[config.mk]
export PLATFORM = sky130hd
export DESIGN_NAME = btn_conditioner
export DESIGN_NICKNAME = d
export VERILOG_FILES = /design/src/rtl/btn_conditioner.sv
export SDC_FILE = /design/constraint.sdc
export NUM_CORES = 1
export LEC_CHECK = 0
export ABC_AREA = 0
export BUFFER_PORTS_ARGS = -buffer_cell sky130_fd_sc_hd__buf_2
export CORE_UTILIZATION = 65
export CTS_BUF_LIST = sky130_fd_sc_hd__clkbuf_8 sky130_fd_sc_hd__clkbuf_16
export DETAILED_ROUTE_END_ITERATION = 8
export PLACE_DENSITY = 0.82
export SYNTH_ARGS = -nofsm -noshare
export SYNTH_HDL_FRONTEND = slang
export SYNTH_SLANG_ARGS = --single-unit
[constraint.sdc]
create_clock -name clk -period 6.8 [get_ports clk]
set_clock_uncertainty 0.2 [all_clocks]
set_input_delay 0 -clock clk [delete_from_list [all_inputs] [get_ports clk]]
set_output_delay 0 -clock clk [all_outputs]
set_load 0.005 [all_outputs]
[src/rtl/btn_conditioner.sv]
// Multi-channel push-button conditioner: synchroniser, stable-count debounce,
// edge event pulses and hold-to-repeat strobes, one independent lane per button.
module btn_conditioner #(
    parameter int N            = 5,
    parameter int SYNC_STAGES  = 2,
    parameter int DB_CYCLES    = 1000000,
    parameter int EDGE_MODE    = 0,
    parameter int REPEAT_DELAY = 50000000,
    parameter int REPEAT_RATE  = 10000000
) (
    input  logic         clk,
    input  logic         rst,
    input  logic [N-1:0] in,
    input  logic         repeat_en,
    output logic [N-1:0] level,
    output logic [N-1:0] out,
    output logic         any_out
);
    localparam int CW   = $clog2(DB_CYCLES + 1);
    localparam int RMAX = (REPEAT_DELAY > REPEAT_RATE) ? REPEAT_DELAY : REPEAT_RATE;
    localparam int RW   = $clog2(RMAX + 1);

    typedef enum logic [1:0] {IDLE, DELAY, REPEAT} rpt_state_e;

    for (genvar i = 0; i < N; i++) begin : g_ch
        logic [SYNC_STAGES-1:0] sync_q;
        logic [CW-1:0]          cnt_q, cnt_d;
        logic                   level_q, level_d;
        logic                   out_q, out_d;
        logic                   s, upd, press_upd, rel_upd, edge_hit, rpt_pulse;
        rpt_state_e             state_q, state_d;
        logic [RW-1:0]          rcnt_q, rcnt_d;

        assign s = sync_q[SYNC_STAGES-1];

        always_comb begin
            cnt_d   = cnt_q;
            level_d = level_q;
            upd     = 1'b0;
            if (s == level_q) begin
                cnt_d = '0;
            end else if (cnt_q == CW'(DB_CYCLES - 1)) begin
                upd     = 1'b1;
                level_d = s;
                cnt_d   = '0;
            end else begin
                cnt_d = cnt_q + CW'(1);
            end
        end

        assign press_upd = upd & s;
        assign rel_upd   = upd & ~s;
        assign edge_hit  = (EDGE_MODE == 0) ? press_upd :
                           (EDGE_MODE == 1) ? rel_upd : upd;

        // A release update or a dropped enable always wins over a due repeat pulse.
        always_comb begin
            state_d   = state_q;
            rcnt_d    = rcnt_q;
            rpt_pulse = 1'b0;
            if (EDGE_MODE != 0 || !repeat_en || rel_upd) begin
                state_d = IDLE;
                rcnt_d  = '0;
            end else begin
                case (state_q)
                    IDLE: begin
                        if (press_upd) begin
                            state_d = DELAY;
                            rcnt_d  = RW'(1);
                        end
                    end
                    DELAY: begin
                        if (rcnt_q == RW'(REPEAT_DELAY)) begin
                            rpt_pulse = 1'b1;
                            rcnt_d    = RW'(1);
                            state_d   = REPEAT;
                        end else begin
                            rcnt_d = rcnt_q + RW'(1);
                        end
                    end
                    REPEAT: begin
                        if (rcnt_q == RW'(REPEAT_RATE)) begin
                            rpt_pulse = 1'b1;
                            rcnt_d    = RW'(1);
                        end else begin
                            rcnt_d = rcnt_q + RW'(1);
                        end
                    end
                    default: begin
                        state_d = IDLE;
                        rcnt_d  = '0;
                    end
                endcase
            end
        end

        assign out_d = edge_hit | rpt_pulse;

        always_ff @(posedge clk) begin
            if (rst) begin
                sync_q  <= '0;
                cnt_q   <= '0;
                level_q <= 1'b0;
                out_q   <= 1'b0;
                rcnt_q  <= '0;
                state_q <= IDLE;
            end else begin
                sync_q  <= {sync_q[SYNC_STAGES-2:0], in[i]};
                cnt_q   <= cnt_d;
                level_q <= level_d;
                out_q   <= out_d;
                rcnt_q  <= rcnt_d;
                state_q <= state_d;
            end
        end

        assign level[i] = level_q;
        assign out[i]   = out_q;
    end

    assign any_out = |out;

endmodule

==> impl_metrics.json, run 1 <==
{
  "outcome": "finished clean",
  "syn-instance-count": 1595,
  "vias": 11150,
  "fmax_mhz": 283.4,
  "end_kind": "flip-flop",
  "dr.pass1.iters": 5,
  "synth_edf_count": 0,
  "grt_max_degree": 31,
  "syn_area_per_cell_um2": 8.240,
  "seq_area_mm2": 0.005205,
  "fin_ws_ns": 3.272,
  "syn_to_final_growth_pct": 9.549,
  "crit_fanout": 17,
  "synth_area_leader_cell": "dfxtp_1",
  "mappedNetlistArea_mm2": 0.01314,
  "start_kind": "flip-flop",
  "synthMuxAreaShare_pct": 0.2285,
  "cts.sinks": 260,
  "nets": 1651,
  "ys_seq_area_share_pct": 39.60,
  "period_share_pct": 51.89,
  "cts_tree": "yes",
  "crit_start": "g_ch[4].rcnt_q[3]",
  "htree_levels": 1,
  "multi_input_area_mm2": 0.007416,
  "worst_ir_drop_vdd_mv": 0.1930,
  "wl_mm": 27.53,
  "fin_crit_ns": 3.528,
  "die-area_mm2": 0.02079,
  "hp-class": "flip-flop to flip-flop",
  "synth.ff_latch_count": 260,
  "synthArstFlopShare_pct": 0,
  "postCtsSetupRepairBufs": 0,
  "io_pins": 19,
  "synth_top_family_by_area": "simple AND/OR/NAND/NOR gates",
  "synth_area_leaders": "dfxtp_1 (40%), nor2_1 (7.1%), xnor2_1 (6.7%)",
  "leakage_nw": 4.546,
  "numPortBuffers": 18,
  "comb_power_share_pct": 1.4,
  "p_sw_share_pct": 21.09,
  "synthAdderAreaFrac_pct": 3.998,
  "required_ns": 6.98,
  "synth_compound_area_share_pct": 7.350,
  "antenna_left": 0,
  "layout_commonest_cell": "dfxtp_1",
  "post-dp-hpwl_mm": 18.25,
  "avgRoutedWirePerCell_um": 14.58,
  "place_congestion": 0.8664,
  "row_count": 51,
  "cts_resized": 0,
  "p_int_mw": 2.427,
  "grt_pass1_vias": 10380,
  "crit_type": "flip-flop to flip-flop",
  "numCtsBuffers": 28,
  "setup_viol_count_final": 0,
  "antenna_found_initial": 1,
  "drt-initial-drc-count": 795,
  "grt.met1_usage_pct": 34.79,
  "ys.flop_type": "dfxtp_1",
  "drv_slew": 0,
  "cts_root_buf": "clkbuf_16",
  "synth_top_area_share_pct": 39.60,
  "grt_overflow": 0,
  "drive_gt1_share_pct": 5.919,
  "p_sw_mw": 0.6487,
  "tightest_slew_ns": 1.187,
  "synth_xor_area_share_pct": 11.80,
  "dp_slack_ns": 3.273,
  "drc": 0,
  "clkPwrFrac_pct": 48.9,
  "synthSimpleGateAreaFrac_pct": 33.05,
  "relSlewSlack_pct": 20.32,
  "reg2reg_from": "g_ch[4].rcnt_q[3]",
  "mostFrequentLayoutCells": "dfxtp_1 (260), nor2_1 (247), nand2_1 (116)",
  "synth.net_count": 1645,
  "core_area_mm2": 0.01965,
  "initial_core_util_pct": 66.87,
  "grt_use_total_pct": 27.11,
  "arrival_ns": 3.71,
  "grt_pass1_wl_mm": 47.18,
  "design_area_mm2": 0.01440,
  "fill_cells": 1521,
  "finalHoldViolations": 0,
  "met3_usage_pct": 4.106,
  "setup_tns_ns": 0,
  "hold_buffers": 14,
  "sequentialPowerShare_pct": 49.7,
  "viasPerCell": 5.904,
  "met2_usage_pct": 46.66,
  "busiest_layer": "met2",
  "die_y_um": 144.2,
  "rrSetupSlack_ns": 3.27,
  "placed_cell_area_mm2": 0.01333,
  "worstHoldStart": "g_ch[4].sync_q[0]",
  "insertion_delay_ns": 0.55,
  "clk_pin_slew_worst_paths_ns": 0.06,
  "max_cap_violations": 0,
  "rsz0062_at_grt": "no",
  "ys_warn_count": 0,
  "power_per_cell_area_mw_per_mm2": 213.6,
  "clockBufferDepth": 3,
  "die_x_um": 144.2,
  "synth_cell_types": 63
}
cells in the mapped netlist (7+ instances only):
cell      instances
a21oi_1          59
a31oi_1          22
and2_1           12
and3_1           36
and4_1           10
buf_4            10
clkbuf_1         45
dfxtp_1         260
ha_1             42
inv_1            61
nand2_1         116
nand2b_1          7
nand3_1         105
nand4_1          64
nand4b_1         11
nor2_1          247
nor2b_1          20
nor3_1           58
nor4_1           42
nor4b_1          18
nor4bb_1          8
o21ai_0          29
o21bai_1          7
or2_2             7
or3_1            25
or4_1            11
xnor2_1         100
xor2_1           77
worst max-delay path: stages, from the launching register on:
cell     delay, ns
dfxtp_1       0.38
nor4_1        0.40
nand4_1       0.20
o41ai_1       0.59
a21oi_1       0.43
o21ai_1       1.04
nor2_1        0.13
worst paths after layout:
check / depth (start not counted) / to
worst max register to register: 6 / g_ch[4].rcnt_q[24]
worst min-delay path: 1 / g_ch[4].sync_q[1]
worst min register to register: 1 / g_ch[4].sync_q[1]
worst max-delay path: 6 / g_ch[4].rcnt_q[24]
flip-flops by register name, indices dropped and copies added (netlist names):
register,cells
g_ch.rcnt_q,130
g_ch.cnt_q,100
g_ch.state_q,10
g_ch.sync_q,10
g_ch.level_q,5
g_ch.out_q,5
routing by layer:
layer	part of all wire, %	vias up	wire length, um
li1	-	5607	-
met1	46	5231	12600
met2	47	257	13080
met3	4.9	52	1345
met4	1.9	0	510
met5	0	-	0
per-stage QoR:
step	total power, mW	hold slack [ns]	cells	utilization (%)
after floorplan	1.587	-0.07182	1595	-
after global routing	3.169	0.2552	1887	73.24
after CTS	3.095	0.2443	1887	73.24
after detailed placement	1.598	0.01438	1822	67.83
final	3.076	0.2405	1888	73.26
after global placement	1.598	0.01070	1822	67.83
power by group through the flow:
stage	sequential [mW]	clock [mW]	combinational, mW
CTS	1.53	1.52	0.0419
global route	1.53	1.59	0.0464
finish	1.53	1.50	0.0426
detailed placement	1.56	0	0.0356
global placement	1.56	0	0.0352
floorplan	1.56	0	0.0244
logic make-up (layout without fill, tap and decap cells):
kind of cell             Yosys count  count (layout)
XOR/XNOR                         177             177
flip-flops                       260             260
adder cells (fa/ha/maj)           42              42
AO/OA/AOI/OAI                    157             157
buffers and inverters            125             152
other                              0               1
AND/OR/NAND/NOR                  831             831
multiplexers                       3               3
layout make-up:
type	count	area share, %
Antenna cell	1	0.01738
Sequential cell	260	36.15
Inverter	61	1.590
Tap cell	265	2.303
Timing Repair Buffer	40	2.016
Multi-Input combinational cell	1210	51.51
Clock buffer	30	5.058
Clock inverter	21	1.356
No activity file was read; power rests on OpenSTA's default activity.
==> run 2: changes to the inputs <==
--- a/config.mk
+++ b/config.mk
@@ -7,10 +7,10 @@
 export LEC_CHECK = 0
 export ABC_AREA = 0
 export BUFFER_PORTS_ARGS = -buffer_cell sky130_fd_sc_hd__buf_2
-export CORE_UTILIZATION = 65
+export CORE_UTILIZATION = 63
 export CTS_BUF_LIST = sky130_fd_sc_hd__clkbuf_8 sky130_fd_sc_hd__clkbuf_16
 export DETAILED_ROUTE_END_ITERATION = 8
-export PLACE_DENSITY = 0.82
+export PLACE_DENSITY = 0.8
 export SYNTH_ARGS = -nofsm -noshare
 export SYNTH_HDL_FRONTEND = slang
 export SYNTH_SLANG_ARGS = --single-unit
==> constraint.sdc (replaced) <==
create_clock -name clk -period 3.3 [get_ports clk]
set_clock_uncertainty 0.2 [all_clocks]
set_input_delay 0 -clock clk [delete_from_list [all_inputs] [get_ports clk]]
set_output_delay 0 -clock clk [all_outputs]
set_load 0.005 [all_outputs]
==> impl_metrics.json, run 2 (synthesis results as in run 1) <==
{
  "crit_type": "flip-flop to flip-flop",
  "die-area_mm2": 0.02144,
  "syn_to_final_growth_pct": 10.23,
  "grt_use_total_pct": 26.28,
  "fin_util_pct": 71.14,
  "worst_ir_drop_vdd_mv": 0.3972,
  "antenna_left": 0,
  "min_delay_path_depth": 1,
  "avgRoutedWirePerCell_um": 14.78,
  "largest-register": "g_ch.rcnt_q",
  "worstHoldStart": "g_ch[3].cnt_q[0]",
  "mostFrequentLayoutCells": "dfxtp_1 (260), nor2_1 (247), nand2_1 (116)",
  "grt_max_degree": 28,
  "outcome": "finished clean",
  "cts_tree": "yes",
  "vias": 11220,
  "leakage_nw": 4.610,
  "clk_pin_slew_worst_paths_ns": 0.06,
  "insertion_delay_ns": 0.54,
  "postCtsSetupRepairBufs": 0,
  "antennaDiodeCount": 0,
  "crit_fanout": 24,
  "sequentialPowerShare_pct": 50.1,
  "die_x_um": 146.4,
  "comb_power_share_pct": 1.4,
  "end_kind": "flip-flop",
  "cts_root_buf": "clkbuf_16",
  "core_area_mm2": 0.02036,
  "io_pins": 19,
  "layout_commonest_cell": "dfxtp_1",
  "clockBufferDepth": 3,
  "drv_slew": 0,
  "start_kind": "flip-flop",
  "arrival_ns": 3.38,
  "fmax_mhz": 320.5,
  "viasPerCell": 5.897,
  "largest_reg_flops": 130,
  "drc": 0,
  "design_area_mm2": 0.01449,
  "row_count": 52,
  "wl_mm": 28.11,
  "fin_crit_ns": 3.120,
  "max_cap_violations": 0,
  "cts.sinks": 260,
  "initial_core_util_pct": 64.54,
  "rsz0062_at_grt": "no",
  "hp-class": "flip-flop to flip-flop",
  "clkPwrFrac_pct": 48.4,
  "drt-initial-drc-count": 561,
  "numPortBuffers": 18,
  "period_share_pct": 94.55,
  "reg2reg_depth": 5,
  "finalPower_mw": 6.285,
  "power_per_cell_area_mw_per_mm2": 433.8,
  "drive_gt1_share_pct": 6.618,
  "p_int_mw": 4.998,
  "dr.pass1.iters": 5,
  "nets": 1664,
  "antenna_found_initial": 0,
  "grt_overflow": 0,
  "p_sw_mw": 1.287,
  "finalHoldViolations": 0,
  "required_ns": 3.56,
  "p_sw_share_pct": 20.47,
  "die_y_um": 146.4,
  "place_congestion": 0.8513,
  "holdWs_ns": 0.2355,
  "numCtsBuffers": 28,
  "reg2reg_from": "g_ch[1].cnt_q[15]",
  "setup_viol_count_final": 0,
  "grt_pass1_wl_mm": 48.47,
  "setup_tns_ns": 0,
  "rrSetupSlack_ns": 0.18,
  "grt_pass1_vias": 10700,
  "placed_cell_area_mm2": 0.01344,
  "min_to": "g_ch[3].cnt_q[0]",
  "post-dp-hpwl_mm": 18.69,
  "worstReg2RegEnd": "g_ch[1].rcnt_q[4]",
  "htree_levels": 1,
  "top_regs": "g_ch.rcnt_q (130), g_ch.cnt_q (100)",
  "relSlewSlack_pct": 31.95,
  "tightest_slew_ns": 1.021
}
-- run 2: worst max-delay path, cell delays in order (launching register included) --
cell,delay (ns)
dfxtp_1,0.34
or4_1,0.53
or4_1,0.62
o31a_1,0.55
or4_1,0.60
a31oi_1,0.19
-- run 2: timing repair --
item                      in CTS  in global routing
gates resized for setup        0                  0
hold endpoints to repair      21                  0
hold buffers                  13                  0
-- run 2: metal layers --
metal  vias to the layer above  GRT usage (%)  wire length, um
li1                       5638              -                -
met1                      5298          34.35            13060
met2                       223          44.62            13240
met3                        58          3.656             1123
met4                         0          8.698              692
met5                         -              0                0
-- run 2: area by class of cell --
class / count / area [um^2]
well taps: 270 / 337.8
inverters: 61 / 229.0
repair buffers: 53 / 385.4
flip-flops and latches: 260 / 5205
clock inverters: 8 / 37.54
multi-input cells: 1210 / 7416
clock buffers: 40 / 877.1
fillers: 1599 / 5877
-- run 2: power groups by stage --
stage                     registers (mW)  logic [mW]  clock network (mW)
after global routing                3.15      0.0994                3.23
final                               3.15      0.0909                3.04
after global placement              3.22      0.0772                   0
after detailed placement            3.22      0.0783                   0
after CTS                           3.15      0.0902                3.10
after floorplan                     3.22      0.0502                   0
-- run 2: per-stage QoR --
stage          setup slack, ns  std cells
2_1_floorplan           0.5375       1595
3_3_place_gp            0.2767       1841
3_5_place_dp            0.2002       1841
4_1_cts                 0.1980       1902
5_1_grt                0.02740       1902
6_report                0.1798       1902
-- run 2: worst max-delay path by stage --
stage	endpoint	start	cells past startpoint
detailed placement	g_ch[1].rcnt_q[4]	g_ch[1].cnt_q[15]	5
global route	g_ch[1].rcnt_q[4]	g_ch[1].cnt_q[15]	5
global placement	g_ch[1].rcnt_q[4]	g_ch[1].cnt_q[15]	5
floorplan	g_ch[1].rcnt_q[4]	g_ch[1].cnt_q[15]	7
CTS	g_ch[1].rcnt_q[4]	g_ch[1].cnt_q[15]	5
finish	g_ch[1].rcnt_q[4]	g_ch[1].cnt_q[15]	5
==> run 3: changes to the inputs <==
--- a/config.mk
+++ b/config.mk
@@ -7,10 +7,10 @@
 export LEC_CHECK = 0
 export ABC_AREA = 0
 export BUFFER_PORTS_ARGS = -buffer_cell sky130_fd_sc_hd__buf_2
-export CORE_UTILIZATION = 63
+export CORE_UTILIZATION = 65
 export CTS_BUF_LIST = sky130_fd_sc_hd__clkbuf_8 sky130_fd_sc_hd__clkbuf_16
 export DETAILED_ROUTE_END_ITERATION = 8
-export PLACE_DENSITY = 0.8
+export PLACE_DENSITY = 0.82
 export SYNTH_ARGS = -nofsm -noshare
 export SYNTH_HDL_FRONTEND = slang
 export SYNTH_SLANG_ARGS = --single-unit
==> constraint.sdc (replaced) <==
create_clock -name clk -period 3.7 [get_ports clk]
set_clock_uncertainty 0.2 [all_clocks]
set_input_delay 0 -clock clk [delete_from_list [all_inputs] [get_ports clk]]
set_output_delay 0 -clock clk [all_outputs]
set_load 0.005 [all_outputs]
==> impl_metrics.json, run 3 (synthesis results as in run 1) <==
{
  "outcome": "finished clean",
  "die-area_mm2": 0.02079,
  "grt_use_total_pct": 27.14,
  "start_kind": "flip-flop",
  "antennaDiodeCount": 0,
  "rsz0062_at_grt": "no",
  "clk_pin_slew_worst_paths_ns": 0.06,
  "antenna_found_initial": 0,
  "worst_ir_drop_vdd_mv": 0.3630,
  "crit_fanout": 30,
  "post-dp-hpwl_mm": 18.33,
  "numCtsBuffers": 28,
  "finalHoldViolations": 0,
  "finalPower_mw": 5.729,
  "max_cap_violations": 0,
  "clockBufferDepth": 3,
  "worstHoldStart": "g_ch[3].cnt_q[0]",
  "crit_type": "flip-flop to flip-flop",
  "numPortBuffers": 18,
  "fmax_mhz": 312.5,
  "holdWs_ns": 0.2462,
  "leakage_nw": 4.576,
  "setup_tns_ns": 0,
  "crit_start": "g_ch[1].cnt_q[15]",
  "postCtsSetupRepairBufs": 0,
  "vias": 11260,
  "die_x_um": 144.2,
  "place_congestion": 0.8928,
  "setup_viol_count_final": 0,
  "power_per_cell_area_mw_per_mm2": 396.7,
  "mostFrequentLayoutCells": "dfxtp_1 (260), nor2_1 (247), nand2_1 (116)",
  "end_kind": "flip-flop",
  "grt_pass1_vias": 10340,
  "wl_mm": 28.11,
  "dr.pass1.iters": 7,
  "drv_slew": 0,
  "rrSetupSlack_ns": 0.50,
  "cts.sinks": 260,
  "grt_max_degree": 31,
  "tightest_slew_ns": 1.093,
  "top_regs": "g_ch.rcnt_q (130), g_ch.cnt_q (100)",
  "required_ns": 3.96,
  "avgRoutedWirePerCell_um": 14.87,
  "insertion_delay_ns": 0.55,
  "layout_commonest_cell": "dfxtp_1",
  "reg2reg_from": "g_ch[1].cnt_q[15]",
  "hp-class": "flip-flop to flip-flop",
  "cts_root_buf": "clkbuf_16",
  "viasPerCell": 5.958,
  "arrival_ns": 3.46,
  "largest_reg_flops": 130,
  "row_count": 51,
  "drive_gt1_share_pct": 6.277,
  "cts_tree": "yes",
  "syn_to_final_growth_pct": 9.891,
  "cts_resized": 0,
  "core_area_mm2": 0.01965,
  "grt_overflow": 0,
  "drt-initial-drc-count": 766,
  "die_y_um": 144.2,
  "htree_levels": 1,
  "fill_cells": 1520,
  "relSlewSlack_pct": 27.12,
  "period_share_pct": 86.49,
  "largest-register": "g_ch.rcnt_q",
  "drc": 0,
  "initial_core_util_pct": 66.87,
  "dp_slack_ns": 0.5227,
  "io_pins": 19,
  "fin_ws_ns": 0.5000,
  "nets": 1654,
  "fin_crit_ns": 3.200,
  "antenna_left": 0,
  "fin_util_pct": 73.48,
  "grt_pass1_wl_mm": 47.03
}
==> run 3: path summary, 6_finish.rpt <==
path | cells past startpoint | endpoint
worst min-delay path | 1 | g_ch[3].cnt_q[0]
worst min register to register | 1 | g_ch[3].cnt_q[0]
worst max register to register | 5 | g_ch[1].rcnt_q[12]
worst max-delay path | 5 | g_ch[1].rcnt_q[12]
==> run 3: metrics by stage <==
| step | instance area [um^2] | instances |
|---|---|---|
| floorplan | 13140 | 1595 |
| global placement | 13360 | 1826 |
| detailed placement | 13360 | 1826 |
| CTS | 14440 | 1890 |
| global route | 14440 | 1890 |
| finish | 14440 | 1890 |
==> run 3: what timing repair did <==
action	in CTS	in global routing
setup endpoints to repair	0	0
hold buffers	13	0
hold endpoints to repair	21	0
==> run 3: layer usage <==
metal	share of wire (%)	wire, um	track usage [%]	vias up
met5	0	0	0	-
met4	2.0	570	7.313	0
met3	4.7	1321	4.040	46
met2	48	13560	47.14	260
met1	45	12660	35.01	5339
li1	-	-	-	5615
==> run 3: power breakdown <==
group          total, mW  switching [mW]  internal [mW]
Combinational     0.0783          0.0526         0.0257
Sequential          2.81         0.00454           2.81
Clock               2.84            1.15           1.69
Total               5.73            1.21           4.52
==> run 3: layout make-up <==
| type | instances | area [um^2] | area share, % |
|---|---|---|---|
| clock buffers | 33 | 769.5 | 5.328 |
| clock inverters | 18 | 181.4 | 1.256 |
| inverters | 61 | 229.0 | 1.585 |
| multi-input cells | 1210 | 7416 | 51.35 |
| flip-flops and latches | 260 | 5205 | 36.04 |
| well taps | 265 | 331.6 | 2.296 |
| repair buffers | 43 | 310.3 | 2.148 |
==> run 3: worst max-delay path, cell delays in order (launching register included) <==
cell     delay (ns)
dfxtp_1        0.33
or4_1          0.51
or4_1          0.64
o31a_1         0.63
or4_1          0.62
a31oi_1        0.18
